[src/rtl/calc_pkg.sv]
// rtl/calc_pkg.sv - shared keycodes and scheduler state encoding
package calc_pkg;

  localparam logic [4:0] KEY_CE  = 5'b00001;
  localparam logic [4:0] KEY_DEL = 5'b00010;
  localparam logic [4:0] KEY_CA  = 5'b00011;
  localparam logic [4:0] KEY_EQ  = 5'b00100;
  localparam logic [4:0] KEY_SQ  = 5'b01100;

  // Operator keys carry this 3-bit prefix; digit keys have the MSB set.
  localparam logic [2:0] OP_PREFIX    = 3'b010;
  localparam logic       DIGIT_PREFIX = 1'b1;

  typedef logic [1:0] state_t;

  localparam state_t ST_IDLE  = 2'd0;
  localparam state_t ST_ISSUE = 2'd1;
  localparam state_t ST_GAP   = 2'd2;

endpackage

[src/rtl/key_fifo.sv]
// rtl/key_fifo.sv - pending key queue with flush-and-load for clear-all
module key_fifo #(
  parameter int DEPTH = 4,
  parameter int W     = 5
) (
  input  logic                         clock,
  input  logic                         reset,
  input  logic                         push,
  input  logic [W-1:0]                 push_data,
  input  logic                         pop,
  input  logic                         flush_load,
  input  logic [W-1:0]                 flush_data,
  output logic [W-1:0]                 head,
  output logic [$clog2(DEPTH+1)-1:0]   count,
  output logic                         full,
  output logic                         empty
);

  localparam int AW = $clog2(DEPTH);
  localparam int CW = $clog2(DEPTH+1);

  logic [W-1:0]  r_mem [DEPTH];
  logic [AW-1:0] r_rd;
  logic [AW-1:0] r_wr;
  logic [CW-1:0] r_count;

  logic w_push_ok;
  logic w_pop_ok;

  assign full  = (r_count == CW'(DEPTH));
  assign empty = (r_count == '0);
  assign count = r_count;
  assign head  = r_mem[r_rd];

  // A push into a full queue is only taken when the head leaves in the same cycle.
  assign w_push_ok = push && (!full || pop);
  assign w_pop_ok  = pop && !empty;

  // Storage write: clear-all always lands in slot 0 so the pointers restart cleanly.
  always_ff @(posedge clock) begin
    if (flush_load) begin
      r_mem[0] <= flush_data;
    end else if (w_push_ok) begin
      r_mem[r_wr] <= push_data;
    end
  end

  // Pointers wrap naturally since DEPTH is a power of two.
  always_ff @(posedge clock) begin
    if (!reset) begin
      r_rd    <= '0;
      r_wr    <= '0;
      r_count <= '0;
    end else if (flush_load) begin
      r_rd    <= '0;
      r_wr    <= AW'(1);
      r_count <= CW'(1);
    end else begin
      if (w_push_ok) begin
        r_wr <= r_wr + AW'(1);
      end
      if (w_pop_ok) begin
        r_rd <= r_rd + AW'(1);
      end
      case ({w_push_ok, w_pop_ok})
        2'b10:   r_count <= r_count + CW'(1);
        2'b01:   r_count <= r_count - CW'(1);
        default: r_count <= r_count;
      endcase
    end
  end

endmodule

[src/rtl/calc_key_scheduler.sv]
// rtl/calc_key_scheduler.sv - paces queued keypad codes into the calculator core
module calc_key_scheduler
  import calc_pkg::*;
#(
  parameter int DEPTH = 4,
  parameter int GAP   = 2
) (
  input  logic                       clock,
  input  logic                       reset,
  input  logic                       keyValid,
  input  logic [4:0]                 keyIn,
  input  logic                       coreBusy,
  output logic                       newkey,
  output logic [4:0]                 keycode,
  output logic [$clog2(DEPTH+1)-1:0] queueCount,
  output logic                       full,
  output logic                       empty,
  output logic                       dropped
);

  localparam int GW = (GAP > 1) ? $clog2(GAP) : 1;

  state_t        r_state;
  logic [GW-1:0] r_gap_cnt;

  logic       w_is_ca;
  logic       w_push;
  logic       w_flush;
  logic       w_pop;
  logic       w_drop;
  logic [4:0] w_head;

  assign w_is_ca = (keyIn == KEY_CA);
  assign w_flush = keyValid && w_is_ca;
  assign w_push  = keyValid && !w_is_ca;
  assign w_pop   = (r_state == ST_ISSUE);
  assign w_drop  = w_push && full && !w_pop;

  key_fifo #(
    .DEPTH (DEPTH),
    .W     (5)
  ) u_fifo (
    .clock      (clock),
    .reset      (reset),
    .push       (w_push),
    .push_data  (keyIn),
    .pop        (w_pop),
    .flush_load (w_flush),
    .flush_data (keyIn),
    .head       (w_head),
    .count      (queueCount),
    .full       (full),
    .empty      (empty)
  );

  // Issue FSM: the head is latched onto keycode and popped on the edge leaving ISSUE,
  // and the gap leaves at least GAP quiet cycles before the next pulse.
  always_ff @(posedge clock) begin
    if (!reset) begin
      r_state   <= ST_IDLE;
      r_gap_cnt <= '0;
      newkey    <= 1'b0;
      keycode   <= 5'b0;
      dropped   <= 1'b0;
    end else begin
      newkey  <= 1'b0;
      dropped <= w_drop;
      case (r_state)
        ST_IDLE: begin
          if (!empty && !coreBusy) begin
            r_state <= ST_ISSUE;
          end
        end
        ST_ISSUE: begin
          newkey    <= 1'b1;
          keycode   <= w_head;
          r_state   <= ST_GAP;
          r_gap_cnt <= GW'(GAP - 1);
        end
        ST_GAP: begin
          if (r_gap_cnt <= GW'(1)) begin
            r_gap_cnt <= '0;
            r_state   <= ST_IDLE;
          end else begin
            r_gap_cnt <= r_gap_cnt - GW'(1);
          end
        end
        default: begin
          r_state <= ST_IDLE;
        end
      endcase
    end
  end

endmodule

[config.mk]
export PLATFORM = sky130hd
export DESIGN_NAME = calc_key_scheduler
export DESIGN_NICKNAME = d
export VERILOG_FILES = /design/src/rtl/calc_pkg.sv /design/src/rtl/key_fifo.sv /design/src/rtl/calc_key_scheduler.sv
export SDC_FILE = /design/constraint.sdc
export NUM_CORES = 1
export LEC_CHECK = 0
export ABC_AREA = 1
export BUFFER_PORTS_ARGS = -buffer_cell sky130_fd_sc_hd__buf_2
export CAP_MARGIN = 25
export CORE_ASPECT_RATIO = 0.75
export CORE_MARGIN = 2
export CORE_UTILIZATION = 40
export DETAILED_ROUTE_END_ITERATION = 6
export PLACE_DENSITY = 0.64
export SLEW_MARGIN = 0
export SYNTH_ARGS = -nofsm -noshare
export SYNTH_HDL_FRONTEND = slang
export SYNTH_SLANG_ARGS = --single-unit
[constraint.sdc]
create_clock -name clock -period 1.9 [get_ports clock]
set_input_delay 0.095 -clock clock [delete_from_list [all_inputs] [get_ports clock]]
set_output_delay 0.095 -clock clock [all_outputs]
set_load 0.005 [all_outputs]
# ---- Word-level counts from Yosys, hierarchy flattened
# Memories as Yosys holds them, arrays and structs flattened. A register that Yosys moved wholly into a read port is not among the register bits.
# Cells that the tools add are included.
dict set report totals {
  output_inout_bits 12
  in_bits 9
  rom_bits 0
  ramBits 20
  latchBits 0
  reg_bits 12
  memories 1
}
# memory words word_bits rd rd_ports_with_merged_regs write_ports line_no
set mem_list {}
lappend mem_list {u_fifo.r_mem 4 5 1 1 1 key_fifo.sv:22} ;# logic [W-1:0] r_mem [DEPTH];
dict set report classes {
  n_eq_ne 8
  bitwise_logic 1
  mux 18
  addsub 5
  multipliers 0
  magnitude_cmp 1
  n_shift 0
  n_reduce_logical 23
  n_div 0
}
# cell count
set op_table {}
lappend op_table {{2-to-1 mux 1 bit} 11}
lappend op_table {{logical AND 1 bit} 7}
lappend op_table {{logical NOT 1 bit} 6}
lappend op_table {{2-to-1 mux 2 bit} 3}
lappend op_table {{case mux 2 bit (3 select lines)} 1}
lappend op_table {{case mux 3 bit (2 select lines)} 1}
lappend op_table {{nonzero test 2 bit} 3}
lappend op_table {{equality test 5 x 2 -> 1 bit, second input constant} 1}
lappend op_table {{2-to-1 mux 5 bit} 1}
lappend op_table {{OR reduction 5 bit} 1}
lappend op_table {{adder 2 x 1 -> 2 bit, second input constant} 2}
lappend op_table {{equality test 2 x 1 -> 1 bit, second input constant} 2}
lappend op_table {{equality test 2 bit, second input constant} 2}
lappend op_table {{!= test 2 bit, second input constant} 2}
lappend op_table {{adder 3 x 1 -> 3 bit, second input constant} 1}
lappend op_table {{equality test 3 bit, second input constant} 1}
lappend op_table {{logical NOT 3 bit} 1}
lappend op_table {{nonzero test 3 bit} 1}
lappend op_table {{subtractor 3 x 1 -> 3 bit, second input constant} 1}
lappend op_table {{logical NOT 2 bit} 1}
lappend op_table {{case mux 1 bit (2 select lines)} 1}
lappend op_table {{AND reduction 2 bit} 1}
lappend op_table {{OR reduction 2 bit} 1}
lappend op_table {{less-or-equal comparator 1 bit, second input constant} 1}
lappend op_table {{other kinds (3)} 3}

# ---- Longest topological paths before layout
# Gate-level depths: netlist of the first run.
dict set report logic_depth {
  ltp_word 9
  ltp_mapped 11
  ltp_nobuf 11
}

# ---- Hierarchy
# From an unflattened synthesis of the first run, not the netlist that was laid out.
dict set report hier_totals {
  cells_unflattened 175
  hier_area_um2 1654.1
}
# module instances seq_area_each_um2 cells_per_inst area_each_um2
set modules_own_cells {}
lappend modules_own_cells {key_fifo 1 780.7 132 1330.0}
lappend modules_own_cells {calc_key_scheduler 1 180.2 43 324.1}

# ---- Least setup slack after synthesis of the first run
# OpenSTA, ideal clock, no wires.
dict set report synth_path {
  kind {reg2reg}
  start {reg u_fifo.r_count[0] (netlist: u_fifo.count[0])}
  end {reg u_fifo.r_count[2] (netlist: u_fifo.count[2])}
  arrival_time_ns 1.669
  n_path_buf 0
  setup_slack_ns 0.110
  stages_incl_launch_ff 11
  period_less_slack_ns 1.790
  cell_sequence {dfxtp_1 nor2_2 nand3_2 nand3_4 ha_1 inv_1 fa_1 a21oi_1 o21ai_0 xor2_1 nor2_1}
}
dict set report synth_via {
  elab_chain_cells 6
}
# item line_no
set synth_rtl {}
lappend synth_rtl {{start, declared} key_fifo.sv:25} ;# logic [CW-1:0] r_count;
lappend synth_rtl {{start signal, assigned} key_fifo.sv:66} ;# 2'b10: r_count <= r_count + CW'(1);
lappend synth_rtl {{start signal, assigned} key_fifo.sv:67} ;# 2'b01: r_count <= r_count - CW'(1);
lappend synth_rtl {{start signal, assigned} key_fifo.sv:68} ;# default: r_count <= r_count;
lappend synth_rtl {{equality test 3 bit} key_fifo.sv:30} ;# assign full = (r_count == CW'(DEPTH));
lappend synth_rtl {{logical NOT 1 bit} key_fifo.sv:36} ;# assign w_push_ok = push && (!full || pop);
lappend synth_rtl {{logical OR 1 bit} key_fifo.sv:36}
lappend synth_rtl {{logical AND 1 bit} key_fifo.sv:36}
lappend synth_rtl {{equality test 2 x 1 -> 1 bit / equality test 2 bit (equally long branches)} key_fifo.sv:65} ;# case ({w_push_ok, w_pop_ok})
lappend synth_rtl {{case mux 3 bit (2 select lines) / nonzero test 2 bit (equally long branches)} n/a}
# Parallel ways exist; a longest one is shown, timed or not.
# A chain may end at the register's enable or synchronous reset.

# ---- Final worst setup path of the first run
dict set report layout_path {
  start {reg u_fifo.r_count[0] (netlist: u_fifo.count[0])}
  end {reg u_fifo.r_count[1] (netlist: u_fifo.count[1])}
}
# Same word-level chain as after synthesis.

==> flow_summary.yaml, run 1 <==
synth:
  synth_edf_count: 20
  yosys.area.top_type: "edfxtp_1"
  synth_flop_cell: "edfxtp_1"
  synth.avg_cell_area_um2: 10.3
  synth_async_sr_flop_share: 0
  synth_top_area_share: 0.397
  synth_cell_types: 28
  ys_seq_area_frac: 0.609
  syn_area_um2: 1510
  yosys_warnings: 0
  netlist_instances: 147
  synth_nets: 158
  synth.top_cells.by_area: "edfxtp_1 40%, dfxtp_1 21%, nor2_1 8.2%"
  synth-seq-cells: 36
setup_path:
  critPathMaxFanout: 5
  r2r-start: "u_fifo.count[0]"
  r2r_end: "u_fifo.count[1]"
  critPathCaptureType: "flop"
  path_class: "reg2reg"
  cp_data_required_time_ps: 2070
  rrSetupSlack_ps: 130
  start_kind: "flop"
  reg2reg_depth: 9
  cp-startpoint: "u_fifo.count[0]"
  crit_arrival_ps: 1940
  crit_path_end: "u_fifo.count[1]"
routing:
  drc: 0
  vias_per_cell: 4.60
  vias: 1076
  final_antenna_net_count: 0
  drtPass1Iterations: 6
  routed_wirelength_um: 2870
  drt-wirelength-per-cell_um: 12.3
  drt_iter0_markers: 50
global_route:
  grt_pass1_wl_um: 4610
  use_met3: 0.0495
  overflow: 0
  grt_pass1_vias: 1025
  track_usage: 0.148
  use_met1: 0.196
  antenna_found_initial: 0
  top_usage_layer: "met2"
  grt_util_met2: 0.228
  grt_max_degree: 12
placement:
  hpwlAfterDp_um: 2170
  io_buffer_count: 20
  gp_routability_congestion: 0.912
sta:
  maxSlewViolCount: 0
  period_share: 0.929
  fin_setup_tns_ps: 0
  setup_viol: 0
  skew_ps: 3.95
  rsz0062_at_grt: "no"
  fin_crit_ps: 1770
  finalHoldViolCount: 0
  fmax_mhz: 567
  slew_headroom: 0.762
  worst_pin_slew_ps: 357
cts:
  tritoncts: "done"
  cts.clk_slew.worst_paths_ps: 70
  clk_latency_ps: 280
  cts_root_buf: "clkbuf_8"
  clock-sinks: 36
  htreeDepth: 2
  clockBufferDepth: 2
  cts_buffers: 5
floorplanning:
  initial_core_util: 0.416
  die_x_um: 75.0
  num_io_pins: 21
  design.die.area_um2: 4290
  rows: 19
  die_y_um: 57.3
  core_um2: 3640
layout:
  antennaDiodeCount: 0
  final_nets: 192
  fin_util: 0.512
  syn2layout_area_growth_pct: 23.2
  layout-drive-gt1-share: 0.297
outcome:
  outcome: "finished clean"
job:
  maxCapViolCount: 0
pwr:
  ir_drop_uv: 497
  leakage_nw: 0.792
  power_density_nw_per_um2: 954
  p_total_w: 0.00178
worst_hold_path:
  hold_path_class: "in2reg"
[layout by cell type, fill, tap and decap left out, drive strengths merged, types with 2 or more instances in the layout]
master   n
o22ai    5
nand3    5
xor2     3
dfxtp   16
nor2    35
nor3     3
o21ai   17
buf     27
clkbuf   6
inv     17
edfxtp  20
clkinv   2
nand2   13
a21oi    6
[power by group]
group / switching, W / internal (W) / total (W)
logic: 0.000124 / 0.0000979 / 0.000222
clock network: 0.000261 / 0.000389 / 0.000650
registers: 0.0000364 / 0.000868 / 0.000904
total: 0.000421 / 0.00136 / 0.00178
[through the flow]
step / hold slack, ps / cell area [um2] / setup slack [ps] / instances
finish: 39.5 / 1860 / 135 / 234
global route: 37.8 / 1860 / 7.99 / 234
CTS: 39.1 / 1830 / 16.4 / 232
detailed placement: 268 / 1710 / 38.9 / 223
global placement: 261 / 1710 / 90.2 / 223
floorplan: 172 / 1510 / 110 / 147
[registers in the layout (all words and copies together), names as in the netlist]
name / count
u_fifo.r_mem: 20
u_fifo.r_rd: 2
r_state: 2
u_fifo.r_wr: 2
newkey: 1
keycode: 5
dropped: 1
u_fifo.count: 3
[worst min path at each step]
stage,depth (start not counted),end,slack (ps),from
2_1_floorplan,1,r_state[0],170,coreBusy
3_3_place_gp,2,r_state[0],260,coreBusy
3_5_place_dp,2,r_state[0],270,coreBusy
4_1_cts,1,u_fifo.r_mem[0][0],40,keyIn[0]
5_1_grt,1,u_fifo.r_mem[0][0],40,keyIn[0]
6_report,1,u_fifo.r_mem[3][3],40,keyIn[3]
[repair_timing]
item                                    in CTS  in global routing
endpoints found under the hold margin        1                  0
endpoints found under the setup margin       0                  2
resized for setup                            0                 11
hold buffers                                 1                  0
buffers inserted                             0                  2
[metal layers]
metal / vias up / share of wire
met4: 0 / 0.0087
met2: 27 / 0.46
met5: - / 0
met3: 3 / 0.050
li1: 556 / -
met1: 490 / 0.48
[worst max-delay path, cell delays in order, from the launching register on]
cell and delay, ps:
dfxtp_4 380, nor2_4 120, nand3_2 110, nand3_4 80, ha_1 160, inv_2 60
fa_2 520, nor2_1 40, a21oi_1 130, nor2_1 60
[cell families after synthesis]
logic type,count (synthesis),synth area share
and+or+nand+nor,59,0.201
xor gates and xnor gates,3,0.0174
adders and majority gates,2,0.0215
DFF,36,0.609
buffers and inverters,19,0.0496
AOI/OAI and AO/OA,28,0.102
[cells in the mapped netlist (all sizes together), types with 3 or more instances]
master and n:
nor2 35, edfxtp 20, inv 17, o21ai 17, dfxtp 16, nand2 13, a21oi 6, nand3 5
o22ai 5, nor3 3, xor2 3
[area by class of cell]
cell class	instances	area, um2
clock buffer	6	72.6
inverter	18	67.6
tap	52	65.1
timing repair buffer	28	163
multi-input combinational	92	528
sequential	36	932
fill	347	1770
clock inverter	2	35.0
(Power assumes the default switching activity.)
==> run 2, diff against run 1 <==
--- a/config.mk
+++ b/config.mk
@@ -11,6 +11,7 @@
 export CORE_ASPECT_RATIO = 0.75
 export CORE_MARGIN = 2
 export CORE_UTILIZATION = 40
+export CTS_BUF_LIST = sky130_fd_sc_hd__clkbuf_8 sky130_fd_sc_hd__clkbuf_16
 export DETAILED_ROUTE_END_ITERATION = 6
 export PLACE_DENSITY = 0.64
 export SLEW_MARGIN = 0
==> flow_summary.yaml, run 2 (synthesized netlist as in run 1, its figures left out) <==
outcome:
  outcome: "finished clean"
layout:
  final_nets: 192
  multiInputGateArea_um2: 528
  layout-drive-gt1-share: 0.297
  final_common_cell: "nor2_1"
  ff_latch_area_um2: 932
  top_register: "u_fifo.r_mem"
  antennaDiodeCount: 0
  fin_cells: 234
  fillers: 347
  layout_common_cells: "33 x nor2_1, 20 x buf_2, 20 x edfxtp_1"
  syn2layout_area_growth_pct: 23.2
  largest_reg_flops: 20
sta:
  fmax_mhz: 567
  worst_pin_slew_ps: 357
  setup_viol: 0
  fin_crit_ps: 1770
  holdWs_ps: 39.5
  finalHoldViolCount: 0
  period_share: 0.929
  maxSlewViolCount: 0
  skew_ps: 3.95
  slew_headroom: 0.762
  fin_setup_tns_ps: 0
  rsz0062_at_grt: "no"
routing:
  final_antenna_net_count: 0
  drt-wirelength-per-cell_um: 12.3
  drt_iter0_markers: 50
  drtPass1Iterations: 4
  vias: 1076
  vias_per_cell: 4.60
  routed_wirelength_um: 2870
  drc: 0
floorplanning:
  design.die.area_um2: 4290
  core_um2: 3640
  rows: 19
  initial_core_util: 0.416
  num_io_pins: 21
  die_y_um: 57.3
  die_x_um: 75.0
job:
  maxCapViolCount: 0
placement:
  hpwlAfterDp_um: 2170
  io_buffer_count: 20
  gp_routability_congestion: 0.912
  dp.cells: 223
global_route:
  track_usage: 0.148
  antenna_found_initial: 0
  grt_pass1_vias: 1025
  overflow: 0
  grt_max_degree: 12
  grt_pass1_wl_um: 4610
cts:
  clockBufferDepth: 2
  cts_buffers: 5
  cts_root_buf: "clkbuf_8"
  cts.clk_slew.worst_paths_ps: 70
  clock-sinks: 36
  clk_latency_ps: 280
  htreeDepth: 2
  tritoncts: "done"
setup_path:
  crit_cells: 9
  reg2reg_depth: 9
  path_common_cell: "nor2_1"
  rrSetupSlack_ps: 130
  path_class: "reg2reg"
  path_delay_family: "adder cells"
  cp_data_required_time_ps: 2070
  critPathMaxFanout: 5
  critPathMaxStageDelay_ps: 520
  crit_arrival_ps: 1940
  start_kind: "flop"
  cp-startpoint: "u_fifo.count[0]"
  critPathCaptureType: "flop"
  crit_path_end: "u_fifo.count[1]"
  crit_buf_inv: 1
  r2r-start: "u_fifo.count[0]"
  cp_cell_sequence: "nor2_4 -> nand3_2 -> nand3_4 -> ha_1 -> inv_2 -> fa_2 -> nor2_1 -> a21oi_1 -> nor2_1"
  r2r_end: "u_fifo.count[1]"
  crit_slowest_cell: "fa_2"
pwr:
  leakage_nw: 0.796
  power_density_nw_per_um2: 951
  ir_drop_uv: 497
  p_total_w: 0.00177
worst_hold_path:
  hold_path_class: "in2reg"
==> run 2: cell count changes in the layout (fill, tap and decap cells not counted), sizes merged <==
| cell | change |
|---|---|
| clkbuf | -1 |
| inv | +1 |
==> run 2: what timing repair did <==
action,4_1_cts,5_1_grt
endpoints found under the hold margin,1,0
resized for setup,0,11
hold buffers,1,0
setup buffers,0,2
endpoints found under the setup margin,0,2
==> run 2: per-layer routing <==
layer  routed length, um  GRT usage
met5                   0          0
met4                  25     0.0536
met3                 143     0.0495
met2                1320      0.228
met1                1380      0.196
==> run 2: layout make-up <==
class,instances,share of cell area
flip-flops and latches,36,0.500
multi-input cells,92,0.283
repair buffers,28,0.0873
clock buffers,5,0.0369
inverters,18,0.0363
well taps,52,0.0349
clock inverters,3,0.0208
==> run 2: how the worst min path moves through the flow <==
stage | startpoint | to | slack, ps | cells past startpoint
2_1_floorplan | coreBusy | r_state[0] | 170 | 1
3_3_place_gp | coreBusy | r_state[0] | 260 | 2
3_5_place_dp | coreBusy | r_state[0] | 270 | 2
4_1_cts | keyIn[0] | u_fifo.r_mem[0][0] | 40 | 1
5_1_grt | keyIn[0] | u_fifo.r_mem[0][0] | 40 | 1
6_report | keyIn[3] | u_fifo.r_mem[3][3] | 40 | 1
==> run 2: per-stage QoR <==
step / utilization / setup WS (ps) / cell area, um2
2_1_floorplan: - / 110 / 1510
3_3_place_gp: 0.470 / 90.2 / 1710
3_5_place_dp: 0.470 / 38.9 / 1710
4_1_cts: 0.502 / 16.4 / 1830
5_1_grt: 0.512 / 7.99 / 1860
6_report: 0.512 / 135 / 1860
==> run 2: power by group <==
group / internal, W / switching (W)
combinational: 0.0000979 / 0.000124
sequential: 0.000868 / 0.0000364
clock: 0.000384 / 0.000261
